--- src/rtl/mm_stream_host_if.sv ---
// Streaming bus between the host driver (master) and the matrix-multiply engine (slave).
// Carries operand elements with row/matrix framing one way and result elements back.
interface mm_stream_host_if #(
   parameter int unsigned DW = 8,
   parameter int unsigned OW = 20
);
   logic [DW-1:0] in_data;
   logic          col_end;
   logic          row_end;
   logic          busy;
   logic          valid;
   logic [OW-1:0] out_data;
   logic          change_row;
   logic          is_legal;

   modport master (
      output in_data, col_end, row_end,
      input  busy, valid, out_data, change_row, is_legal
   );

   modport slave (
      input  in_data, col_end, row_end,
      output busy, valid, out_data, change_row, is_legal
   );
endinterface

--- src/rtl/mm_stream_host.sv ---
// Host-side driver for the matrix-multiply engine: streams two stored operand matrices and
// collects the result matrix into a readback buffer. Optional idle timeout: MM_STREAM_HOST_TIMEOUT_EN.
module mm_stream_host #(
   parameter int unsigned DW      = 8,
   parameter int unsigned OW      = 20,
   parameter int unsigned TIMEOUT = 64
) (
   input  logic          clk,
   input  logic          rst,
   input  logic          cfg_we,
   input  logic          cfg_sel,
   input  logic [1:0]    cfg_row,
   input  logic [1:0]    cfg_col,
   input  logic [DW-1:0] cfg_data,
   input  logic [3:0]    dim1,
   input  logic [3:0]    dim2,
   input  logic          start,
   mm_stream_host_if.master bus,
   input  logic [3:0]    res_addr,
   output logic [OW-1:0] res_data,
   output logic [1:0]    res_rows,
   output logic [1:0]    res_cols,
   output logic          legal,
   output logic          done,
   output logic          active
`ifdef MM_STREAM_HOST_TIMEOUT_EN
   ,
   output logic          timeout
`endif
);

   localparam int unsigned DIM    = 4;
   localparam int unsigned DEPTH  = 16;
   localparam int unsigned CNT_W  = 3;

   typedef enum logic [2:0] {
      S_IDLE,
      S_WAIT,
      S_SEND1,
      S_SEND2,
      S_COLLECT,
      S_DONE
   } state_t;

   state_t state;

   logic [DW-1:0] mat1 [DIM][DIM];
   logic [DW-1:0] mat2 [DIM][DIM];
   logic [OW-1:0] res_buf [DEPTH];

   // Dimensions are held as (count - 1), latched when start is accepted.
   logic [1:0] rows1, cols1, rows2, cols2;
   logic [1:0] row, col;

   logic [DW-1:0] in_data_q;
   logic          col_end_q;
   logic          row_end_q;

   logic [3:0]       wr_ptr;
   logic [CNT_W-1:0] row_cnt;
   logic [CNT_W-1:0] col_cnt;
   logic             cols_fixed;
   logic             seen_valid;

`ifdef MM_STREAM_HOST_TIMEOUT_EN
   localparam int unsigned TMO_W = $clog2(TIMEOUT + 1);
   logic [TMO_W-1:0] tmo_cnt;
`endif

   if (TIMEOUT == 0) begin : g_bad_timeout
      $error("mm_stream_host: TIMEOUT must be nonzero");
   end

   assign bus.in_data = in_data_q;
   assign bus.col_end = col_end_q;
   assign bus.row_end = row_end_q;
   assign res_data    = res_buf[res_addr];

   // Walk of the matrix currently being streamed.
   logic [1:0]       cur_rows_c, cur_cols_c;
   logic             last_col_c, last_elem_c;
   logic [1:0]       row_nxt_c, col_nxt_c;
   logic [DW-1:0]    nxt_elem_c;
   logic             nxt_ce_c, nxt_re_c;
   logic [CNT_W-1:0] row_cnt_inc_c;
   logic             rows_done_c;
   logic [3:0]       wr_ptr_nxt_c;
   logic [1:0]       cols_sat_c;
   logic             buf_we_c;

   always_comb begin
      cur_rows_c    = (state == S_SEND2) ? rows2 : rows1;
      cur_cols_c    = (state == S_SEND2) ? cols2 : cols1;
      last_col_c    = (col == cur_cols_c);
      last_elem_c   = last_col_c && (row == cur_rows_c);
      col_nxt_c     = last_col_c ? 2'd0 : col + 2'd1;
      row_nxt_c     = last_col_c ? row + 2'd1 : row;
      nxt_elem_c    = (state == S_SEND2) ? mat2[row_nxt_c][col_nxt_c]
                                         : mat1[row_nxt_c][col_nxt_c];
      nxt_ce_c      = (col_nxt_c == cur_cols_c);
      nxt_re_c      = nxt_ce_c && (row_nxt_c == cur_rows_c);

      row_cnt_inc_c = row_cnt + CNT_W'(1);
      rows_done_c   = (row_cnt_inc_c == (CNT_W'(rows1) + CNT_W'(1)));
      cols_sat_c    = (col_cnt > CNT_W'(3)) ? 2'd3 : col_cnt[1:0];

      // A row change moves the write pointer to the start of the next 4-wide buffer row.
      if (bus.change_row)
         wr_ptr_nxt_c = (row_cnt_inc_c >= CNT_W'(DIM)) ? 4'd15 : {row_cnt_inc_c[1:0], 2'b00};
      else
         wr_ptr_nxt_c = (wr_ptr == 4'd15) ? 4'd15 : wr_ptr + 4'd1;

      buf_we_c = (state == S_COLLECT) && bus.valid && bus.is_legal;
   end

   // Operand storage, writable only while idle.
   always_ff @(posedge clk) begin
      if (cfg_we && (state == S_IDLE)) begin
         if (cfg_sel)
            mat2[cfg_row][cfg_col] <= cfg_data;
         else
            mat1[cfg_row][cfg_col] <= cfg_data;
      end
   end

   always_ff @(posedge clk) begin
      if (buf_we_c)
         res_buf[wr_ptr] <= bus.out_data;
   end

   always_ff @(posedge clk or posedge rst) begin
      if (rst) begin
         state      <= S_IDLE;
         rows1      <= '0;
         cols1      <= '0;
         rows2      <= '0;
         cols2      <= '0;
         row        <= '0;
         col        <= '0;
         in_data_q  <= '0;
         col_end_q  <= 1'b0;
         row_end_q  <= 1'b0;
         wr_ptr     <= '0;
         row_cnt    <= '0;
         col_cnt    <= '0;
         cols_fixed <= 1'b0;
         seen_valid <= 1'b0;
         res_rows   <= '0;
         res_cols   <= '0;
         legal      <= 1'b0;
         done       <= 1'b0;
         active     <= 1'b0;
`ifdef MM_STREAM_HOST_TIMEOUT_EN
         tmo_cnt    <= '0;
         timeout    <= 1'b0;
`endif
      end else begin
         case (state)
            S_IDLE: begin
               done <= 1'b0;
               if (start) begin
                  state      <= S_WAIT;
                  active     <= 1'b1;
                  rows1      <= dim1[3:2];
                  cols1      <= dim1[1:0];
                  rows2      <= dim2[3:2];
                  cols2      <= dim2[1:0];
                  wr_ptr     <= '0;
                  row_cnt    <= '0;
                  col_cnt    <= '0;
                  cols_fixed <= 1'b0;
                  seen_valid <= 1'b0;
                  res_rows   <= '0;
                  res_cols   <= '0;
                  legal      <= 1'b0;
`ifdef MM_STREAM_HOST_TIMEOUT_EN
                  timeout    <= 1'b0;
`endif
               end
            end

            S_WAIT: begin
               if (!bus.busy) begin
                  state     <= S_SEND1;
                  row       <= '0;
                  col       <= '0;
                  in_data_q <= mat1[0][0];
                  col_end_q <= (cols1 == 2'd0);
                  row_end_q <= (cols1 == 2'd0) && (rows1 == 2'd0);
               end
            end

            S_SEND1: begin
               row <= last_elem_c ? 2'd0 : row_nxt_c;
               col <= last_elem_c ? 2'd0 : col_nxt_c;
               if (last_elem_c) begin
                  state     <= S_SEND2;
                  in_data_q <= mat2[0][0];
                  col_end_q <= (cols2 == 2'd0);
                  row_end_q <= (cols2 == 2'd0) && (rows2 == 2'd0);
               end else begin
                  in_data_q <= nxt_elem_c;
                  col_end_q <= nxt_ce_c;
                  row_end_q <= nxt_re_c;
               end
            end

            S_SEND2: begin
               if (last_elem_c) begin
                  state     <= S_COLLECT;
                  col_end_q <= 1'b0;
                  row_end_q <= 1'b0;
`ifdef MM_STREAM_HOST_TIMEOUT_EN
                  tmo_cnt   <= '0;
`endif
               end else begin
                  row       <= row_nxt_c;
                  col       <= col_nxt_c;
                  in_data_q <= nxt_elem_c;
                  col_end_q <= nxt_ce_c;
                  row_end_q <= nxt_re_c;
               end
            end

            S_COLLECT: begin
               if (bus.valid) begin
`ifdef MM_STREAM_HOST_TIMEOUT_EN
                  tmo_cnt    <= '0;
`endif
                  seen_valid <= 1'b1;
                  if (!seen_valid)
                     legal <= bus.is_legal;
                  if (!bus.is_legal) begin
                     // Engine rejected the operand shapes: report an empty, illegal result.
                     legal    <= 1'b0;
                     res_rows <= '0;
                     res_cols <= '0;
                     done     <= 1'b1;
                     active   <= 1'b0;
                     state    <= S_DONE;
                  end else begin
                     wr_ptr <= wr_ptr_nxt_c;
                     if (bus.change_row) begin
                        row_cnt  <= row_cnt_inc_c;
                        res_rows <= row_cnt[1:0];
                        if (!cols_fixed) begin
                           res_cols   <= cols_sat_c;
                           cols_fixed <= 1'b1;
                        end
                        if (rows_done_c) begin
                           done   <= 1'b1;
                           active <= 1'b0;
                           state  <= S_DONE;
                        end
                     end else if (!cols_fixed && (col_cnt != CNT_W'(7))) begin
                        col_cnt <= col_cnt + CNT_W'(1);
                     end
                  end
               end else begin
`ifdef MM_STREAM_HOST_TIMEOUT_EN
                  if (tmo_cnt == TMO_W'(TIMEOUT - 1)) begin
                     legal   <= 1'b0;
                     timeout <= 1'b1;
                     done    <= 1'b1;
                     active  <= 1'b0;
                     state   <= S_DONE;
                  end else begin
                     tmo_cnt <= tmo_cnt + TMO_W'(1);
                  end
`endif
               end
            end

            S_DONE: begin
               done  <= 1'b0;
               state <= S_IDLE;
            end

            default: begin
               state  <= S_IDLE;
               done   <= 1'b0;
               active <= 1'b0;
            end
         endcase
      end
   end

endmodule

--- src/flat_wrapper.sv ---
// flat-port wrapper written by rule: the top's interface ports become plain ports
module mm_stream_host_flat 
#(
   parameter int unsigned DW      = 8,
   parameter int unsigned OW      = 20,
   parameter int unsigned TIMEOUT = 64
)
  (clk, rst, cfg_we, cfg_sel, cfg_row, cfg_col, cfg_data, dim1, dim2, start, res_addr, res_data, res_rows, res_cols, legal, done, active, bus_in_data, bus_col_end, bus_row_end, bus_busy, bus_valid, bus_out_data, bus_change_row, bus_is_legal);
  mm_stream_host_if #(.DW(DW), .OW(OW)) bus_i ();
  input  logic clk;
  input  logic rst;
  input  logic cfg_we;
  input  logic cfg_sel;
  input  logic [1:0] cfg_row;
  input  logic [1:0] cfg_col;
  input  logic [DW-1:0] cfg_data;
  input  logic [3:0] dim1;
  input  logic [3:0] dim2;
  input  logic start;
  input  logic [3:0] res_addr;
  output logic [OW-1:0] res_data;
  output logic [1:0] res_rows;
  output logic [1:0] res_cols;
  output logic legal;
  output logic done;
  output logic active;
  output wire logic [$bits(bus_i.in_data)-1:0] bus_in_data;
  output wire logic [$bits(bus_i.col_end)-1:0] bus_col_end;
  output wire logic [$bits(bus_i.row_end)-1:0] bus_row_end;
  input wire logic [$bits(bus_i.busy)-1:0] bus_busy;
  input wire logic [$bits(bus_i.valid)-1:0] bus_valid;
  input wire logic [$bits(bus_i.out_data)-1:0] bus_out_data;
  input wire logic [$bits(bus_i.change_row)-1:0] bus_change_row;
  input wire logic [$bits(bus_i.is_legal)-1:0] bus_is_legal;
  assign bus_in_data = bus_i.in_data;
  assign bus_col_end = bus_i.col_end;
  assign bus_row_end = bus_i.row_end;
  assign bus_i.busy = bus_busy;
  assign bus_i.valid = bus_valid;
  assign bus_i.out_data = bus_out_data;
  assign bus_i.change_row = bus_change_row;
  assign bus_i.is_legal = bus_is_legal;
  mm_stream_host #(.DW(DW), .OW(OW), .TIMEOUT(TIMEOUT)) u_core (.clk(clk), .rst(rst), .cfg_we(cfg_we), .cfg_sel(cfg_sel), .cfg_row(cfg_row), .cfg_col(cfg_col), .cfg_data(cfg_data), .dim1(dim1), .dim2(dim2), .start(start), .bus(bus_i), .res_addr(res_addr), .res_data(res_data), .res_rows(res_rows), .res_cols(res_cols), .legal(legal), .done(done), .active(active));
endmodule
--- config.mk ---
export PLATFORM = sky130hd
export DESIGN_NAME = mm_stream_host_flat
export DESIGN_NICKNAME = d
export VERILOG_FILES = /design/src/rtl/mm_stream_host_if.sv /design/src/rtl/mm_stream_host.sv /design/src/flat_wrapper.sv
export SDC_FILE = /design/constraint.sdc
export NUM_CORES = 1
export LEC_CHECK = 0
export CAP_MARGIN = 10
export CORE_ASPECT_RATIO = 0.6
export CORE_MARGIN = 5
export CORE_UTILIZATION = 45
export CTS_BUF_LIST = sky130_fd_sc_hd__clkbuf_4
export DETAILED_ROUTE_END_ITERATION = 7
export PLACE_DENSITY_LB_ADDON = 0.15
export SYNTH_ARGS = -nofsm -noshare
export SYNTH_HDL_FRONTEND = slang
export SYNTH_SLANG_ARGS = --single-unit
--- constraint.sdc ---
create_clock -name clk -period 3.5 [get_ports clk]
set_clock_uncertainty 0.1 [all_clocks]
set_input_delay 0.525 -clock clk [delete_from_list [all_inputs] [get_ports clk]]
set_output_delay 0.525 -clock clk [all_outputs]
set_load 0.005 [all_outputs]
==> results of run 1 <==
==> flip-flops by register name, summed over array words and instances, names as in the netlist, 3 cells and up <==
name,cells
u_core.bus.in_data,8
u_core.col_cnt,3
u_core.mat1,128
u_core.mat2,128
u_core.res_buf,320
u_core.row_cnt,3
u_core.state,3
u_core.wr_ptr,4
==> worst max-delay path by stage <==
stage / to / from / slack (ns)
global placement: u_core.bus.in_data[4] / u_core.state[2] / 0.25
CTS: res_data[19] / u_core.res_buf[2][19] / 0.02
global route: res_data[13] / u_core.res_buf[15][13] / 0.004
detailed placement: u_core.bus.in_data[4] / u_core.state[2] / 0.18
finish: res_data[13] / u_core.res_buf[15][13] / 0.16
floorplan: u_core.res_buf[10][0] / u_core.state[2] / 0.25
==> power by group through the flow <==
stage               Clock [uW]  Sequential (uW)  Combinational [uW]
finish                    6000             8640                7860
global route              6590             8660                8320
CTS                       6190             8630                7690
detailed placement           0             8790                7640
global placement             0             8790                7570
floorplan                    0             8610                5010
==> per-layer routing <==
layer	up-vias	share of wire [%]	wire, um
li1	6331	-	-
met1	7695	48	32200
met2	747	40	26700
met3	74	12	7860
met4	0	0.97	654
met5	-	0	0
==> critical path: stages, from the launching register on <==
cell,delay (ns)
edfxtp_1,0.37
mux4_2,0.49
mux4_2,0.48
clkdlybuf4s50_1,0.53
==> kinds of logic (layout without fill, tap and decap cells) <==
family / Yosys count / in the layout / share of synthesized area (%)
adder cells (fa/ha/maj): 10 / 10 / 0.489
other: 0 / 3 / 0
flip-flops: 620 / 620 / 71.8
AND/OR/NAND/NOR: 240 / 240 / 4.48
multiplexers: 194 / 194 / 15.2
AO/OA/AOI/OAI: 205 / 205 / 5.90
XOR/XNOR: 11 / 11 / 0.552
buffers and inverters: 92 / 473 / 1.52
==> through the flow <==
| step | area, sq um | hold WS [ns] | setup WS (ns) |
|---|---|---|---|
| floorplan | 25600 | 0.371 | 0.247 |
| global placement | 28400 | 0.390 | 0.254 |
| detailed placement | 28400 | 0.397 | 0.180 |
| CTS | 30300 | 0.0625 | 0.0158 |
| global route | 30300 | 0.0797 | 0.00416 |
| finish | 30300 | 0.168 | 0.156 |
==> cell type report <==
class                           count  area, sq um
Tap cell                          759          950
Inverter                           16         60.1
Sequential cell                   620        18400
Timing Repair Buffer              198         2060
Fill cell                        4442        25800
Antenna cell                        3         7.51
Multi-Input combinational cell    660         6910
Clock inverter                     49          339
Clock buffer                      210         1580
==> placed cells by master, fill, tap and decap left out, types with 13 or more instances in the layout <==
| cell type | instances |
|---|---|
| nand3_1 | 16 |
| clkinv_1 | 36 |
| o31ai_1 | 21 |
| a211oi_1 | 22 |
| nand2_1 | 62 |
| buf_4 | 82 |
| a21oi_1 | 22 |
| a221oi_1 | 18 |
| edfxtp_1 | 576 |
| mux4_2 | 153 |
| clkbuf_4 | 210 |
| nor2_1 | 82 |
| mux2i_1 | 29 |
| o22ai_1 | 13 |
| dfrtp_1 | 42 |
| o21ai_0 | 29 |
| clkdlybuf4s50_1 | 84 |
| buf_12 | 28 |
==> timing repair <==
item,in CTS,in global routing
setup endpoints to repair,0,3
endpoints found under the hold margin,32,0
hold buffers,1,0
gates resized for setup,0,3
==> out/qor.yml, run 1 <==
power:
  p_sw_share_pct: 34.5
  p_sw_uw: 7770
  peakVddDrop_uv: 860
  p_leak_uw: 0.00999
  clkPwrFrac_pct: 26.7
  power.density_mw_per_mm2: 742
  intPower_uw: 14700
  power_uw: 22500
  comb_power_share_pct: 35.0
  pwr-share-seq_pct: 38.4
setup_path:
  crit_fanout: 1
  ff2ff_path_depth: 9
  r2r_slack_ns: 0.18
  critPathRequiredTime_ns: 2.87
  arrival_ns: 2.72
  worstReg2RegEnd: "u_core.bus.in_data[0]"
  r2r-start: "u_core.state[2]"
  endpoint_kind: "output port"
  startpoint_type: "register"
  worstSetupPathType: "register to output port"
die:
  die_area_sq_mm: 0.0619
  io_pins: 90
  placementRows: 67
  coreArea_sq_mm: 0.0561
  die_x_um: 318
  initial_utilization_pct: 45.7
  die_y_um: 195
timing:
  totalNegativeSetupSlack_ns: 0
  setup_violations: 0
  min_period_over_period_pct: 95.6
  max-slew-margin-rel_pct: 35.6
  worst_slew_pin_slew_ns: 0.959
  fmax_ghz: 0.299
  maxSlewViolCount: 0
  fin_crit_ns: 3.34
  hold_viol: 0
  rsz0062_at_grt: "no"
logic_synthesis:
  avgSynthCellArea_sq_um: 18.7
  syn_inst: 1372
  syn-num-nets: 1435
  ys_types: 74
  ys_top_cells_by_area: "edfxtp_1 (68%), mux4_2 (13%), dfrtp_1 (4.3%)"
  synth_most_common_cell: "edfxtp_1"
  synth-edff-count: 576
  synth_top_area_cell: "edfxtp_1"
  yosys-top-cells-count: "edfxtp_1 (576), mux4_2 (153), nor2_1 (94)"
  synth_area_sq_mm: 0.0256
  ys_ff_latch: 620
  ys_seq_area_share_pct: 71.8
  yosys_warnings: 0
  postSynth.asyncResetShare_pct: 7.10
  synth_ff_type: "edfxtp_1"
  synth.top_cell.area_share_pct: 67.5
status:
  outcome: "complete, no violations"
clocking:
  htreeDepth: 4
  cts_buffers: 148
  tritoncts: "yes"
  clk_latency_ns: 0.88
  clk_pin_slew_ns: 0.07
  clockRootBuffer: "clkbuf_4"
  cts.path.max_buffers: 3
  cts_sinks: 620
  cts_setup_buffers: 0
layout:
  final_util_pct: 54.0
  layout-drive-gt1-share_pct: 30.5
  layout.cells.non_filler: 2515
  synthToLayoutAreaGrowth_pct: 18.3
  nNetsFinal: 1707
grt:
  grt_pass1_vias: 14881
  grt_max_degree: 53
  antenna_found_initial: 2
  met2_usage_pct: 27.4
  grt_pass1_wl_um: 99400
  grt_use_met3_pct: 8.94
  grtUsageTotal_pct: 21.7
  use_met1_pct: 34.8
  busiest_layer: "met1"
  grt_overflow_total: 0
route:
  first_pass_iters: 7
  wl_per_cell_um: 26.8
  ant_nets: 0
  drt_wl_total_um: 67400
  dr_total_vias: 14847
  vias_per_cell: 5.90
  drt-initial-drc-count: 1866
  drc: 0
placement:
  globalplace.congestion: 0.904
  hpwl_um: 42200
  dpl.cell_count: 2252
  io_buffers: 89
worst_hold_path:
  hold_path_class: "input pin to register"
  min_from: "dim1[2]"
  holdPathStages: 3
  whs_endpoint: "u_core.rows1[0]"
job:
  maxCapViolCount: 0
(Power assumes the default switching activity.)
==> run 2: changes to the inputs <==
--- a/config.mk
+++ b/config.mk
@@ -8,7 +8,7 @@
 export CAP_MARGIN = 10
 export CORE_ASPECT_RATIO = 0.6
 export CORE_MARGIN = 5
-export CORE_UTILIZATION = 45
+export CORE_UTILIZATION = 57
 export CTS_BUF_LIST = sky130_fd_sc_hd__clkbuf_4
 export DETAILED_ROUTE_END_ITERATION = 7
 export PLACE_DENSITY_LB_ADDON = 0.15
==> run 2 against run 1 <==
Net effect: hold slack worse by 0.027 ns; largest power group unchanged; sequential cell count unchanged; critical path type is now register to register; clock power up 1%; sequential share of layout area up 0.50 points; final area down 0.82%; worst setup slack better by 0.055 ns.
==> out/qor.yml, run 2 (synthesis gave the netlist of run 1 again) <==
status:
  outcome: "complete, no violations"
layout:
  nNetsFinal: 1710  # +0.18%
  top_regs: "u_core.res_buf x320, u_core.mat1 x128, u_core.mat2 x128"
  final_cell_mix: "edfxtp_1 (576), clkbuf_4 (209), mux4_2 (153), buf_4 (100), clkdlybuf4s50_1 (86)"
  largest-register: "u_core.res_buf"
  fillers: 3032  # -32%
  synthToLayoutAreaGrowth_pct: 17.4
  largest_reg_flops: 320  # unchanged
  layout-drive-gt1-share_pct: 31.0  # +0.55 points
  layout.cells.most_common: "edfxtp_1"
timing:
  min_period_over_period_pct: 94.0  # -1.6 points
  maxSlewViolCount: 0  # unchanged
  finalHoldWorstSlack_ns: 0.141  # -0.0268 ns
  max-slew-margin-rel_pct: 31.9  # -3.7 points
  setup_violations: 0  # unchanged
  rsz0062_at_grt: "no"
  totalNegativeSetupSlack_ns: 0  # unchanged
  worst_slew_pin_slew_ns: 1.02  # +0.0609 ns
  fin_crit_ns: 3.29  # -0.0552 ns
  hold_viol: 0  # unchanged
  fmax_ghz: 0.304  # +1.7%
power:
  power.density_mw_per_mm2: 755  # +1.6%
  p_leak_uw: 0.00998  # about the same
  peakVddDrop_uv: 777  # -9.7%
setup_path:
  critical-path-top-delay-family: "simple AND/OR/NAND/NOR gates"
  worstSetupPathType: "register to register"
  crit_fanout: 9  # +8
  path_buf_inv: 3  # +2
  crit_chain: "nand3b_4 > mux2i_4 > xnor2_4 > nor2_4 > buf_4 > buf_4 > o31ai_1 > a211oi_1 > nor4b_1 > buf_4 > o22ai_1"
  critPathRequiredTime_ns: 4.13  # +1.26 ns
  max_stage_delay_ns: 0.59  # +0.06 ns
  startpoint_type: "register"
  critPathSlowestCell: "nor4b_1"
  arrival_ns: 3.92  # +1.20 ns
  crit_path_frequent_cell: "buf_4"
  endpoint_kind: "register"
grt:
  grtUsageTotal_pct: 25.7  # +4.0 points
  antenna_found_initial: 4  # +2
  grt_pass1_vias: 14967  # +0.58%
  grt_pass1_wl_um: 94500  # -4.9%
  grt_overflow_total: 0  # unchanged
  grt_max_degree: 67  # +26%
die:
  coreArea_sq_mm: 0.0446  # -20%
  die_y_um: 174  # -11%
  die_x_um: 284  # -11%
  initial_utilization_pct: 57.4  # +12 points
  io_pins: 90  # unchanged
  die_area_sq_mm: 0.0494  # -20%
  placementRows: 60  # -10%
route:
  drt_wl_total_um: 62700  # -7.0%
  wl_per_cell_um: 26.8  # -0.18%
  vias_per_cell: 6.32  # +7.0%
  drc: 0  # unchanged
  drt-initial-drc-count: 1660  # -11%
  first_pass_iters: 7  # unchanged
  ant_nets: 0  # unchanged
  dr_total_vias: 14795  # -0.35%
job:
  maxCapViolCount: 0  # unchanged
clocking:
  holdBufCountCts: 0  # -1
  htreeDepth: 4  # unchanged
  cts_sinks: 620  # unchanged
  tritoncts: "yes"
  clk_pin_slew_ns: 0.07  # about the same
  cts_buffers: 142  # -4.1%
  clk_latency_ns: 0.85  # -0.03 ns
  post_cts_resized: 0  # unchanged
  cts.path.max_buffers: 3  # unchanged
  cts_setup_buffers: 0  # unchanged
  clockRootBuffer: "clkbuf_4"
worst_hold_path:
  hold_path_class: "input pin to asynchronous set/reset pin"
placement:
  hpwl_um: 39300  # -6.9%
  globalplace.congestion: 0.915  # +1.2%
  io_buffers: 89  # unchanged
-- run 2: changes by cell type in the layout (fill, tap and decap cells not counted), moves of 2 or more --
cell,before,now
inv_6,0,2
clkinv_1,36,25
clkdlybuf4s50_1,84,86
buf_4,82,100
inv_2,5,3
dlymetal6s2s_1,2,0
buf_12,28,20
bufinv_16,5,7
-- run 2: layer usage --
layer	global-route usage [%]	vias to the layer above	share of wire, %
met5	1.63	-	0.20
met4	5.63	4	1.1
met3	9.13	62	12
met2	35.3	824	43
met1	39.8	7572	44
li1	-	6333	-
-- run 2: metrics by stage --
step	total power, uW	util [%]	cell area, sq um	cells	worst slack (ns)
final	22700	67.4	30100	2342	0.211
after floorplan	13600	-	25600	1372	0.247
after global placement	16200	62.9	28100	2085	0.258
after CTS	22500	67.3	30000	2333	0.140
after detailed placement	16400	62.9	28100	2085	0.200
after global routing	23700	67.4	30100	2342	0.0749
-- run 2: path summary, 6_finish.rpt --
kind | start | endpoint | slack [ns] | cells past startpoint
hold / removal | rst | u_core.cols1[0] | 0.14 | 2
min in group clk | dim1[0] | u_core.cols1[0] | 0.19 | 2
hold reg to reg | u_core.res_cols[0] | u_core.res_cols[0] | 0.39 | 2
max in group asynchronous | rst | u_core.row[0] | 2.41 | 2
setup reg to reg | u_core.state[2] | u_core.bus.in_data[5] | 0.21 | 11
setup / recovery | u_core.state[2] | u_core.bus.in_data[5] | 0.21 | 11
-- run 2: power breakdown --
part           switching [uW]  internal (uW)
combinational            4580           3470
sequential                245           8310
clock                    2800           3260
total                    7630          15100
-- run 2: cell type report --
class / instances / area, sq um / share of cell area, %
inverter: 16 / 60.1 / 0.200
timing repair buffer: 207 / 2020 / 6.71
clock buffer: 209 / 1570 / 5.22
clock inverter: 39 / 360 / 1.20
sequential: 620 / 18400 / 61.2
antenna: 2 / 5.00 / 0.0167
multi-input combinational: 660 / 6910 / 23.0
tap: 589 / 737 / 2.45
==> run 3: changes to the inputs <==
--- a/config.mk
+++ b/config.mk
@@ -10,6 +10,7 @@
 export CORE_MARGIN = 5
 export CORE_UTILIZATION = 57
 export CTS_BUF_LIST = sky130_fd_sc_hd__clkbuf_4
+export CTS_CLUSTER_DIAMETER = 80
 export DETAILED_ROUTE_END_ITERATION = 7
 export PLACE_DENSITY_LB_ADDON = 0.15
 export SYNTH_ARGS = -nofsm -noshare
==> results of run 3 <==
No change in the layout: final DEF, timing and power equal those of run 2.
